===== config.mk =====
export PLATFORM = sky130hd
export DESIGN_NAME = pc_gen
export DESIGN_NICKNAME = d
export VERILOG_FILES = /design/src/rtl/pc_gen_pkg.sv /design/src/rtl/pc_gen_npc_target.sv /design/src/rtl/pc_gen.sv
export SDC_FILE = /design/constraint.sdc
export NUM_CORES = 1
export LEC_CHECK = 0
export CAP_MARGIN = 20
export CORE_MARGIN = 10
export CORE_UTILIZATION = 35
export CTS_BUF_LIST = sky130_fd_sc_hd__clkbuf_2
export CTS_CLUSTER_SIZE = 24
export DETAILED_ROUTE_END_ITERATION = 8
export PLACE_DENSITY_LB_ADDON = 0.05
export SKIP_LAST_GASP = 1
export SYNTH_ARGS = -nofsm -noshare
export SYNTH_HDL_FRONTEND = slang
export SYNTH_SLANG_ARGS = --single-unit

===== constraint.sdc =====
create_clock -name clk -period 6 [get_ports clk]
set_input_delay 1.2 -clock clk [delete_from_list [all_inputs] [get_ports clk]]
set_output_delay 1.2 -clock clk [all_outputs]
set_load 0.05 [all_outputs]

===== src/rtl/pc_gen_pkg.sv =====
// Shared next-PC encodings and default vectors for the fetch-path PC generator.
package pc_gen_pkg;

    typedef enum logic [2:0] {
        NPC_PLUS4  = 3'b000,
        NPC_BRANCH = 3'b001,
        NPC_JUMP   = 3'b010,
        NPC_RIG    = 3'b011,
        NPC_ERET   = 3'b100
    } npc_op_e;

    localparam logic [31:0] DEF_RESET_PC   = 32'h0000_3000;
    localparam logic [31:0] DEF_EXC_VECTOR = 32'h0000_4180;

    // Ops that redirect through the delay slot when delay-slot mode is on.
    function automatic logic is_redirect(input logic [2:0] op);
        return (op == NPC_BRANCH) || (op == NPC_JUMP) || (op == NPC_RIG);
    endfunction

    function automatic logic is_control(input logic [2:0] op);
        return is_redirect(op) || (op == NPC_ERET);
    endfunction

endpackage


===== src/rtl/pc_gen_npc_target.sv =====
// Combinational redirect-target calculation for the instruction at pc.
module pc_gen_npc_target
    import pc_gen_pkg::*;
(
    input  logic [2:0]  op,
    input  logic [31:0] pc,
    input  logic [25:0] imm,
    input  logic [31:0] rsv,
    input  logic [31:0] epc_in,
    output logic [31:0] target
);

    logic        [31:0] seq_pc;
    logic signed [31:0] br_off;

    assign seq_pc = pc + 32'd4;
    assign br_off = {{14{imm[15]}}, imm[15:0], 2'b00};

    always_comb begin
        target = seq_pc;
        case (op)
            NPC_BRANCH: target = seq_pc + br_off;
            NPC_JUMP:   target = {seq_pc[31:28], imm, 2'b00};
            NPC_RIG:    target = rsv;
            NPC_ERET:   target = epc_in;
            default:    target = seq_pc;
        endcase
    end

endmodule


===== src/rtl/pc_gen.sv =====
// Architectural PC register with stall hold, exception redirect and optional delay slot.
// Build option NPC_ALIGN_CHECK_EN: misaligned JR/ERET targets raise align_err and take the exception vector.
module pc_gen
    import pc_gen_pkg::*;
#(
    parameter int          DELAY_SLOT = 0,
    parameter logic [31:0] RESET_PC   = DEF_RESET_PC,
    parameter logic [31:0] EXC_VECTOR = DEF_EXC_VECTOR
) (
    input  logic        clk,
    input  logic        rst,
    input  logic        stall,
    input  logic [2:0]  npc_op,
    input  logic [25:0] imm,
    input  logic [31:0] rsv,
    input  logic [31:0] epc_in,
    input  logic        exc_req,
    output logic [31:0] pc,
    output logic [31:0] pc_plus4,
    output logic [31:0] npc,
    output logic [31:0] exc_epc,
    output logic        exc_bd,
    output logic        ds_err,
    output logic        align_err
);

    localparam logic DS_EN = (DELAY_SLOT != 0);

    logic [31:0] target;
    logic [31:0] pending_target;
    logic        pending_valid;
    logic        slot_busy;
    logic        defer;
    logic        take_exc;

    pc_gen_npc_target u_npc_target (
        .op     (npc_op),
        .pc     (pc),
        .imm    (imm),
        .rsv    (rsv),
        .epc_in (epc_in),
        .target (target)
    );

    assign pc_plus4  = pc + 32'd4;
    assign slot_busy = DS_EN && pending_valid;
    assign defer     = DS_EN && !pending_valid && is_redirect(npc_op);

`ifdef NPC_ALIGN_CHECK_EN
    // A discarded op in the delay slot never faults; only a live JR/ERET does.
    assign align_err = !slot_busy
                     && ((npc_op == NPC_RIG) || (npc_op == NPC_ERET))
                     && (target[1:0] != 2'b00);
`else
    assign align_err = 1'b0;
`endif

    assign take_exc = exc_req || align_err;

    always_comb begin
        npc = target;
        if (rst) begin
            npc = RESET_PC;
        end else if (take_exc) begin
            npc = EXC_VECTOR;
        end else if (slot_busy) begin
            npc = pending_target;
        end else if (defer) begin
            npc = pc_plus4;
        end
    end

    always_ff @(posedge clk) begin
        if (rst) begin
            pc             <= RESET_PC;
            pending_valid  <= 1'b0;
            pending_target <= '0;
        end else if (take_exc) begin
            pc            <= EXC_VECTOR;
            pending_valid <= 1'b0;
        end else if (!stall) begin
            pc <= npc;
            if (slot_busy) begin
                pending_valid <= 1'b0;
            end else if (defer) begin
                pending_valid  <= 1'b1;
                pending_target <= target;
            end
        end
    end

    // While a redirect is pending, pc is the delay-slot instruction; its branch sits at pc-4.
    assign exc_epc = pending_valid ? (pc - 32'd4) : pc;
    assign exc_bd  = pending_valid;
    assign ds_err  = slot_busy && is_control(npc_op);

endmodule


==> results of run 1 <==
## power by group through the flow
stage / clock, uW / combinational [uW] / sequential [uW]
after floorplan: 0 / 363 / 267
after detailed placement: 0 / 646 / 241
final: 123 / 656 / 237
after global routing: 139 / 695 / 239
after CTS: 131 / 651 / 237
after global placement: 0 / 645 / 240
## metal layers
layer  vias to the layer above  global-route usage (%)
met4                         0                    6.89
met2                       310                    41.8
li1                       3097                       -
met5                         -                       0
met1                      3211                    30.8
met3                        28                    7.24
## what timing repair did
action,in CTS,in global routing
resized for setup,7,13
setup buffers,1,1
pin swaps,1,2
setup endpoints to repair,7,12
## cell families after synthesis
| kind of cell | count (synthesis) | synth area share (%) |
|---|---|---|
| fa+ha+maj | 37 | 9.06 |
| buf+inv | 102 | 10.2 |
| flops | 32 | 12.3 |
| simple gates | 241 | 23.6 |
| compound gates | 270 | 34.3 |
| mux | 16 | 3.59 |
| xor+xnor | 39 | 6.87 |
| other cells | 1 | 0.0722 |
## layout by cell type (no fill, tap or decap), types with 4 or more instances in the layout
master	Yosys	routed
sky130_fd_sc_hd__a211o_1	4	4
sky130_fd_sc_hd__a211oi_1	5	5
sky130_fd_sc_hd__a21o_1	17	17
sky130_fd_sc_hd__a21oi_1	58	58
sky130_fd_sc_hd__a221oi_1	6	6
sky130_fd_sc_hd__a22o_1	10	10
sky130_fd_sc_hd__a22oi_1	8	8
sky130_fd_sc_hd__a311oi_1	4	4
sky130_fd_sc_hd__a31oi_1	13	12
sky130_fd_sc_hd__and3_1	12	12
sky130_fd_sc_hd__and4_1	5	5
sky130_fd_sc_hd__buf_12	0	30
sky130_fd_sc_hd__buf_4	37	33
sky130_fd_sc_hd__clkbuf_2	1	5
sky130_fd_sc_hd__clkdlybuf4s50_1	0	192
sky130_fd_sc_hd__dfxtp_1	32	22
sky130_fd_sc_hd__dfxtp_2	0	9
sky130_fd_sc_hd__ha_1	36	34
sky130_fd_sc_hd__inv_1	20	20
sky130_fd_sc_hd__mux2i_1	13	13
sky130_fd_sc_hd__nand2_1	62	62
sky130_fd_sc_hd__nand3_1	34	34
sky130_fd_sc_hd__nand4_1	10	10
sky130_fd_sc_hd__nor2_1	67	67
sky130_fd_sc_hd__nor3_1	13	9
sky130_fd_sc_hd__nor3_2	1	5
sky130_fd_sc_hd__nor4_1	4	4
sky130_fd_sc_hd__o211ai_1	8	8
sky130_fd_sc_hd__o21a_1	9	9
sky130_fd_sc_hd__o21ai_0	62	61
sky130_fd_sc_hd__o21ai_1	3	4
sky130_fd_sc_hd__o21bai_1	5	5
sky130_fd_sc_hd__o22ai_1	21	21
sky130_fd_sc_hd__o31ai_1	9	8
sky130_fd_sc_hd__or3_1	12	12
sky130_fd_sc_hd__xnor2_1	27	19
sky130_fd_sc_hd__xnor2_2	2	10
sky130_fd_sc_hd__xor2_1	10	5
sky130_fd_sc_hd__xor2_2	0	5
## per-stage QoR
stage               total power, uW  hold slack [ps]
global route                   1070              577
detailed placement              887              529
floorplan                       630              735
finish                         1020              554
global placement                885              523
CTS                            1020              551
## worst min-delay path: cells and delay by family (launching register included)
family           cells  cell delay [ps]
flip-flops           1              410
AND/OR/NAND/NOR      1               80
AO/OA/AOI/OAI        1               50
## worst paths after layout
check,start,end,cells after the start
hold reg to reg,pc[10],pc[10],2
setup reg to reg,pc[11],pc[29],15
setup / recovery,pc[11],npc[31],16
hold / removal,pc[10],pc[10],2
## cell type report
cell class | instances | area, um2
fill | 1412 | 6550
multi-input combinational | 606 | 4200
timing repair buffer | 255 | 2770
sequential | 32 | 656
tap | 184 | 230
inverter | 23 | 86.3
clock buffer | 5 | 25.0
clock inverter | 3 | 13.8
==> results.py, run 1 <==
metrics = {
    "power_and_ir_drop": {
        "power_frac_clock_pct": 12.1,
        "swShare_pct": 50.0,
        "max-vdd-ir-drop_mv": 0.0948,
        "netSwitchingPower_uw": 508,
        "power.combinational.fraction_pct": 64.6,
        "intPower_uw": 508,
        "pwr_density_cell_nw_per_um2": 127,
        "power.share.sequential_pct": 23.3,
        "leakage_uw": 0.00319,
    },
    "clocking": {
        "numClockSinks": 32,
        "cts.htree.levels": 2,
        "path_clk_slew_ps": 170,
        "tritoncts.num_buffers": 5,
        "clock_tree_from_tritoncts": "yes",
        "clk_latency_ps": 470,
        "cts.hold.buffers_added": 0,
        "clock_tree.root_cell": "sky130_fd_sc_hd__clkbuf_2",
        "clock_path_buffers": 2,
    },
    "layout": {
        "finish.utilization_pct": 54.9,
        "drive_gt1_share_pct": 13.7,
        "top_flop_regs": "pc: 32 flops",
        "syn2layout_area_growth_pct": 53.7,
        "finalNonFillerCells": 1108,
        "n_antenna_cell": 0,
        "largest_reg_flops": 32,
        "largest_register": "pc",
        "final_area_um2": 7980,
        "nNetsFinal": 1057,
    },
    "detailed_routing": {
        "drt-pass1-iter-count": 5,
        "route.top_layer_used": "met4",
        "routed-via-count": 6646,
        "antenna_violating_nets_post_route": 0,
        "met3_length_um": 2490,
        "routed_wire_length_per_instance_um": 23.8,
        "wl_met2_um": 12500,
        "detail_route.iter0.violations": 478,
        "drt-vias-per-instance": 6.00,
        "detail_route.drc_violations": 0,
        "drt-met1-wl_um": 10800,
        "detail_route.wirelength_um": 26300,
    },
    "worst_setup_path": {
        "critPathKind": "flop to output port",
        "crit_path_max_incr_delay_ps": 490,
        "critical_path_required_ps": 4800,
        "setup.worst_path.start_class": "flop",
        "critPathSlowestCell": "sky130_fd_sc_hd__dfxtp_1",
        "path_max_fanout": 6,
        "endpoint_kind": "output port",
        "cpMostUsedCell": "sky130_fd_sc_hd__buf_4",
        "cp.arrival_ps": 4490,
        "r2r_setup_slack_ps": 2050,
        "delay_heaviest_family_cp": "simple AND/OR/NAND/NOR gates",
        "crit_path_cell_trace": "nand4_4 > nor4_4 > buf_4 > buf_4 > nand3_1 > xnor2_2 > ha_1 > nand3_2 > nor4_2 > o2111ai_1 > a211o_1 > a21oi_1 > nor4b_1 > o21a_1 > nor3_2 > buf_12",
        "cp.buffers_inverters": 3,
    },
    "grt": {
        "groute.usage.overall_pct": 25.1,
        "pin_count_of_the_biggest_net_entering_global_routing": 35,
        "overflow": 0,
        "grt_antenna_before_repair": 0,
        "grt_pass1_wl_um": 39900,
        "grt_pass1_vias": 6624,
    },
    "hold_path": {
        "holdCritPathClass": "flop to flop",
    },
    "logic_synthesis": {
        "postSynth.asyncResetShare_pct": 0,
        "synth_ff_type": "sky130_fd_sc_hd__dfxtp_1",
        "yosysMostFrequentCell": "sky130_fd_sc_hd__nor2_1",
        "synth_enable_flop_cells": 0,
        "synthDominantAreaCellType": "sky130_fd_sc_hd__dfxtp_1",
        "netlist_top_cells_count": "67 x sky130_fd_sc_hd__nor2_1, 62 x sky130_fd_sc_hd__nand2_1, 62 x sky130_fd_sc_hd__o21ai_0",
        "synth_area_leaders": "sky130_fd_sc_hd__dfxtp_1 12%, sky130_fd_sc_hd__ha_1 8.7%, sky130_fd_sc_hd__o21ai_0 6.0%",
        "post_syn_instances": 738,
        "syn_area_um2": 5190,
        "synth.avg_cell_area_um2": 7.04,
        "synth_cell_type_count": 78,
        "synth_sequential_area_ratio_pct": 12.3,
        "synth-warning-count": 0,
        "synth.ff_latch_count": 32,
        "yosys.area.top_type_share_pct": 12.3,
    },
    "floorplan": {
        "starting_density_pct": 35.7,
        "fp.dieArea_um2": 20100,
        "die-height_um": 142,
        "design.portCount": 228,
        "row_count": 44,
        "die_w_um": 142,
        "design.core.area_um2": 14500,
    },
    "timing": {
        "setup_total_negative_slack_ps": 0,
        "setup_slack_ps": 312,
        "finalWorstPathRequiredPeriod_ps": 5690,
        "maxSlewViolCount": 0,
        "finalSetupViolCount": 0,
        "final.setup_skew_ps": 32.4,
        "slew_at_the_pin_closest_to_its_max_slew_limit_ps": 1050,
        "fmaxAchievable_mhz": 176,
        "hold_viol_final": 0,
        "finalCritPeriodShare_pct": 94.8,
        "rsz_0062_raised_after_global_routing": "true",
        "slew_headroom_pct": 29.8,
    },
    "place": {
        "routabilityCongestion": 0.901,
        "dpl_cell_area_um2": 7860,
        "dp_hpwl_um": 20800,
        "placed_cells": 1098,
        "numPortBuffers": 224,
        "post-place-ws_ps": 396,
    },
    "status": {
        "outcome": "completed",
    },
    "run": {
        "cap_viol_max_count": 0,
    },
}
No activity file was read; power rests on OpenSTA's default activity.
==> run 2, diff against run 1 <==
CAP_MARGIN = default   (was 20)
==> results of run 2 <==
Final layout, timing and power as in run 1 (identical DEF).
==> run 3, diff against run 2 <==
CORE_ASPECT_RATIO = 0.7   (was default)
RECOVER_POWER = 50   (was default)
clock period = 6.7 ns   (was 6 ns; I/O delays follow)
==> run 3 against run 2 <==
Compared with the run above:
- flip-flop and latch count is the same
- combinational power down 12%
- power shrank 14%
- largest power group unchanged
- cell count rose by 0.90%
- sequential share of layout area increased by 0.11 points
- first-iteration DRC count grew 93%
- largest cell class unchanged
- global-route usage increased by 0.053 points
- critical path depth decreased by 8
- sequential power down 11%
==> results.py, run 3 (same netlist as run 1, synthesis figures left out) <==
metrics = {
    "status": {
        "outcome": "completed",
    },
    "clocking": {
        "clock_path_buffers": 2,
        "clock_tree_from_tritoncts": "yes",
        "clock_tree.root_cell": "sky130_fd_sc_hd__clkbuf_2",
        "path_clk_slew_ps": 160,
        "tritoncts.num_buffers": 5,
        "cts.repair.resized": 0,
        "cts.hold.buffers_added": 0,
        "post_cts.repair.setup_buffers": 0,
        "cts.htree.levels": 2,
        "numClockSinks": 32,
        "clk_latency_ps": 380,
    },
    "power_and_ir_drop": {
        "max-vdd-ir-drop_mv": 0.0561,
        "netSwitchingPower_uw": 442,
        "power.share.sequential_pct": 24.1,
        "leakage_uw": 0.00324,
        "power_frac_clock_pct": 10.4,
        "intPower_uw": 436,
        "pwr_density_cell_nw_per_um2": 114,
        "power.combinational.fraction_pct": 65.5,
        "swShare_pct": 50.3,
    },
    "timing": {
        "finalCritPeriodShare_pct": 96.9,
        "slew_headroom_pct": 23.2,
        "setup_total_negative_slack_ps": 0,
        "finalSetupViolCount": 0,
        "slew_at_the_pin_closest_to_its_max_slew_limit_ps": 1150,
        "fmaxAchievable_mhz": 154,
        "maxSlewViolCount": 0,
        "hold_viol_final": 0,
        "rsz_0062_raised_after_global_routing": "false",
        "finalWorstPathRequiredPeriod_ps": 6490,
        "final.setup_skew_ps": 13.9,
    },
    "place": {
        "dp_hpwl_um": 22400,
        "numPortBuffers": 224,
        "dpl_cell_area_um2": 7670,
        "routabilityCongestion": 1.05,
    },
    "detailed_routing": {
        "drt-pass1-iter-count": 6,
        "antenna_violating_nets_post_route": 0,
        "detail_route.drc_violations": 0,
        "drt-vias-per-instance": 6.06,
        "detail_route.iter0.violations": 923,
        "routed_wire_length_per_instance_um": 24.2,
        "detail_route.wirelength_um": 27100,
        "routed-via-count": 6778,
    },
    "grt": {
        "overflow": 0,
        "grt_pass1_wl_um": 39200,
        "grt_pass1_vias": 6314,
        "grt_antenna_before_repair": 1,
        "pin_count_of_the_biggest_net_entering_global_routing": 35,
        "groute.usage.overall_pct": 25.2,
    },
    "worst_setup_path": {
        "critical_path_required_ps": 5360,
        "endpoint_kind": "output port",
        "delay_heaviest_family_cp": "buffers and inverters",
        "crit_path_max_incr_delay_ps": 890,
        "critPathSlowestCell": "sky130_fd_sc_hd__clkbuf_1",
        "crit_path_cell_trace": "dlygate4sd3_1 > buf_4 > nand2_1 > nor2_1 > clkbuf_1 > a31oi_1 > o31ai_1 > buf_12",
        "path_max_fanout": 24,
        "cp.arrival_ps": 5150,
        "critPathKind": "primary input to output port",
        "setup.worst_path.start_class": "primary input",
        "cp.buffers_inverters": 4,
    },
    "layout": {
        "top_flop_regs": "pc: 32 flops",
        "final_area_um2": 7690,
        "largest_register": "pc",
        "most-common-layout-cells": "121 x sky130_fd_sc_hd__clkdlybuf4s50_1, 74 x sky130_fd_sc_hd__dlygate4sd3_1, 67 x sky130_fd_sc_hd__nor2_1, 62 x sky130_fd_sc_hd__o21ai_0, 62 x sky130_fd_sc_hd__nand2_1",
        "largest_reg_flops": 32,
        "nNetsFinal": 1056,
        "syn2layout_area_growth_pct": 48.2,
        "drive_gt1_share_pct": 9.44,
        "mostFrequentLayoutCell": "sky130_fd_sc_hd__clkdlybuf4s50_1",
        "n_fill_cell": 1418,
        "finish.utilization_pct": 52.6,
    },
    "hold_path": {
        "holdCritPathClass": "flop to flop",
    },
    "floorplan": {
        "row_count": 37,
        "design.portCount": 228,
        "die_w_um": 166,
        "fp.dieArea_um2": 20200,
        "die-height_um": 122,
        "starting_density_pct": 35.5,
        "design.core.area_um2": 14600,
    },
    "run": {
        "cap_viol_max_count": 0,
    },
}
## run 3: changes by cell type in the layout (fill, tap and decap cells not counted), moves of 3 or more
cell                              before  now
sky130_fd_sc_hd__dlygate4sd3_1         0   74
sky130_fd_sc_hd__clkdlybuf4s50_1     192  121
sky130_fd_sc_hd__dfxtp_1              22   32
sky130_fd_sc_hd__buf_12               30   21
sky130_fd_sc_hd__dfxtp_2               9    0
sky130_fd_sc_hd__xnor2_1              19   27
sky130_fd_sc_hd__xnor2_2              10    2
sky130_fd_sc_hd__xor2_1                5   10
sky130_fd_sc_hd__xor2_2                5    0
sky130_fd_sc_hd__clkbuf_1              0    3
sky130_fd_sc_hd__nor3_1                9   12
sky130_fd_sc_hd__nor3_2                5    2
## run 3: layout make-up
type                            count  area [um2]  area share [%]
Multi-Input combinational cell    606        4040            52.5
Clock buffer                        5        25.0           0.325
Tap cell                          195         244            3.17
Clock inverter                      2        7.51          0.0976
Sequential cell                    32         641            8.33
Inverter                           23        86.3            1.12
Timing Repair Buffer              254        2650            34.4
Antenna cell                        1        2.50          0.0325
## run 3: power groups by stage
stage / Clock [uW] / Combinational, uW / Sequential (uW)
floorplan: 0 / 322 / 238
global placement: 0 / 570 / 215
detailed placement: 0 / 571 / 216
CTS: 93.4 / 573 / 212
global route: 98.8 / 606 / 213
finish: 91.4 / 575 / 211
## run 3: per-layer routing
metal | global-route usage, % | up-vias | wire length, um
li1 | - | 3091 | -
met1 | 36.9 | 3249 | 12300
met2 | 35.7 | 402 | 11000
met3 | 7.04 | 36 | 3300
met4 | 4.76 | 0 | 503
met5 | 0 | - | 0
## run 3: final timing paths
| path | startpoint | to | slack (ps) | depth (start not counted) |
|---|---|---|---|---|
| max | npc_op[0] | npc[12] | 210 | 8 |
| min | pc[11] | pc[11] | 560 | 2 |
| max reg2reg | pc[8] | pc[31] | 2130 | 13 |
| min reg2reg | pc[11] | pc[11] | 560 | 2 |
## run 3: worst min-delay path: stages, from the launching register on
cell	delay (ps)
sky130_fd_sc_hd__dfxtp_1	400
sky130_fd_sc_hd__nand2_1	80
sky130_fd_sc_hd__a21oi_1	50
## run 3: through the flow
| stage | total power [uW] | hold slack (ps) | setup slack (ps) | std cells |
|---|---|---|---|---|
| 2_1_floorplan | 560 | 735 | 26.1 | 740 |
| 3_3_place_gp | 785 | 531 | 727 | 1110 |
| 3_5_place_dp | 787 | 540 | 732 | 1110 |
| 4_1_cts | 878 | 564 | 481 | 1117 |
| 5_1_grt | 918 | 611 | 70.5 | 1118 |
| 6_report | 878 | 560 | 211 | 1118 |
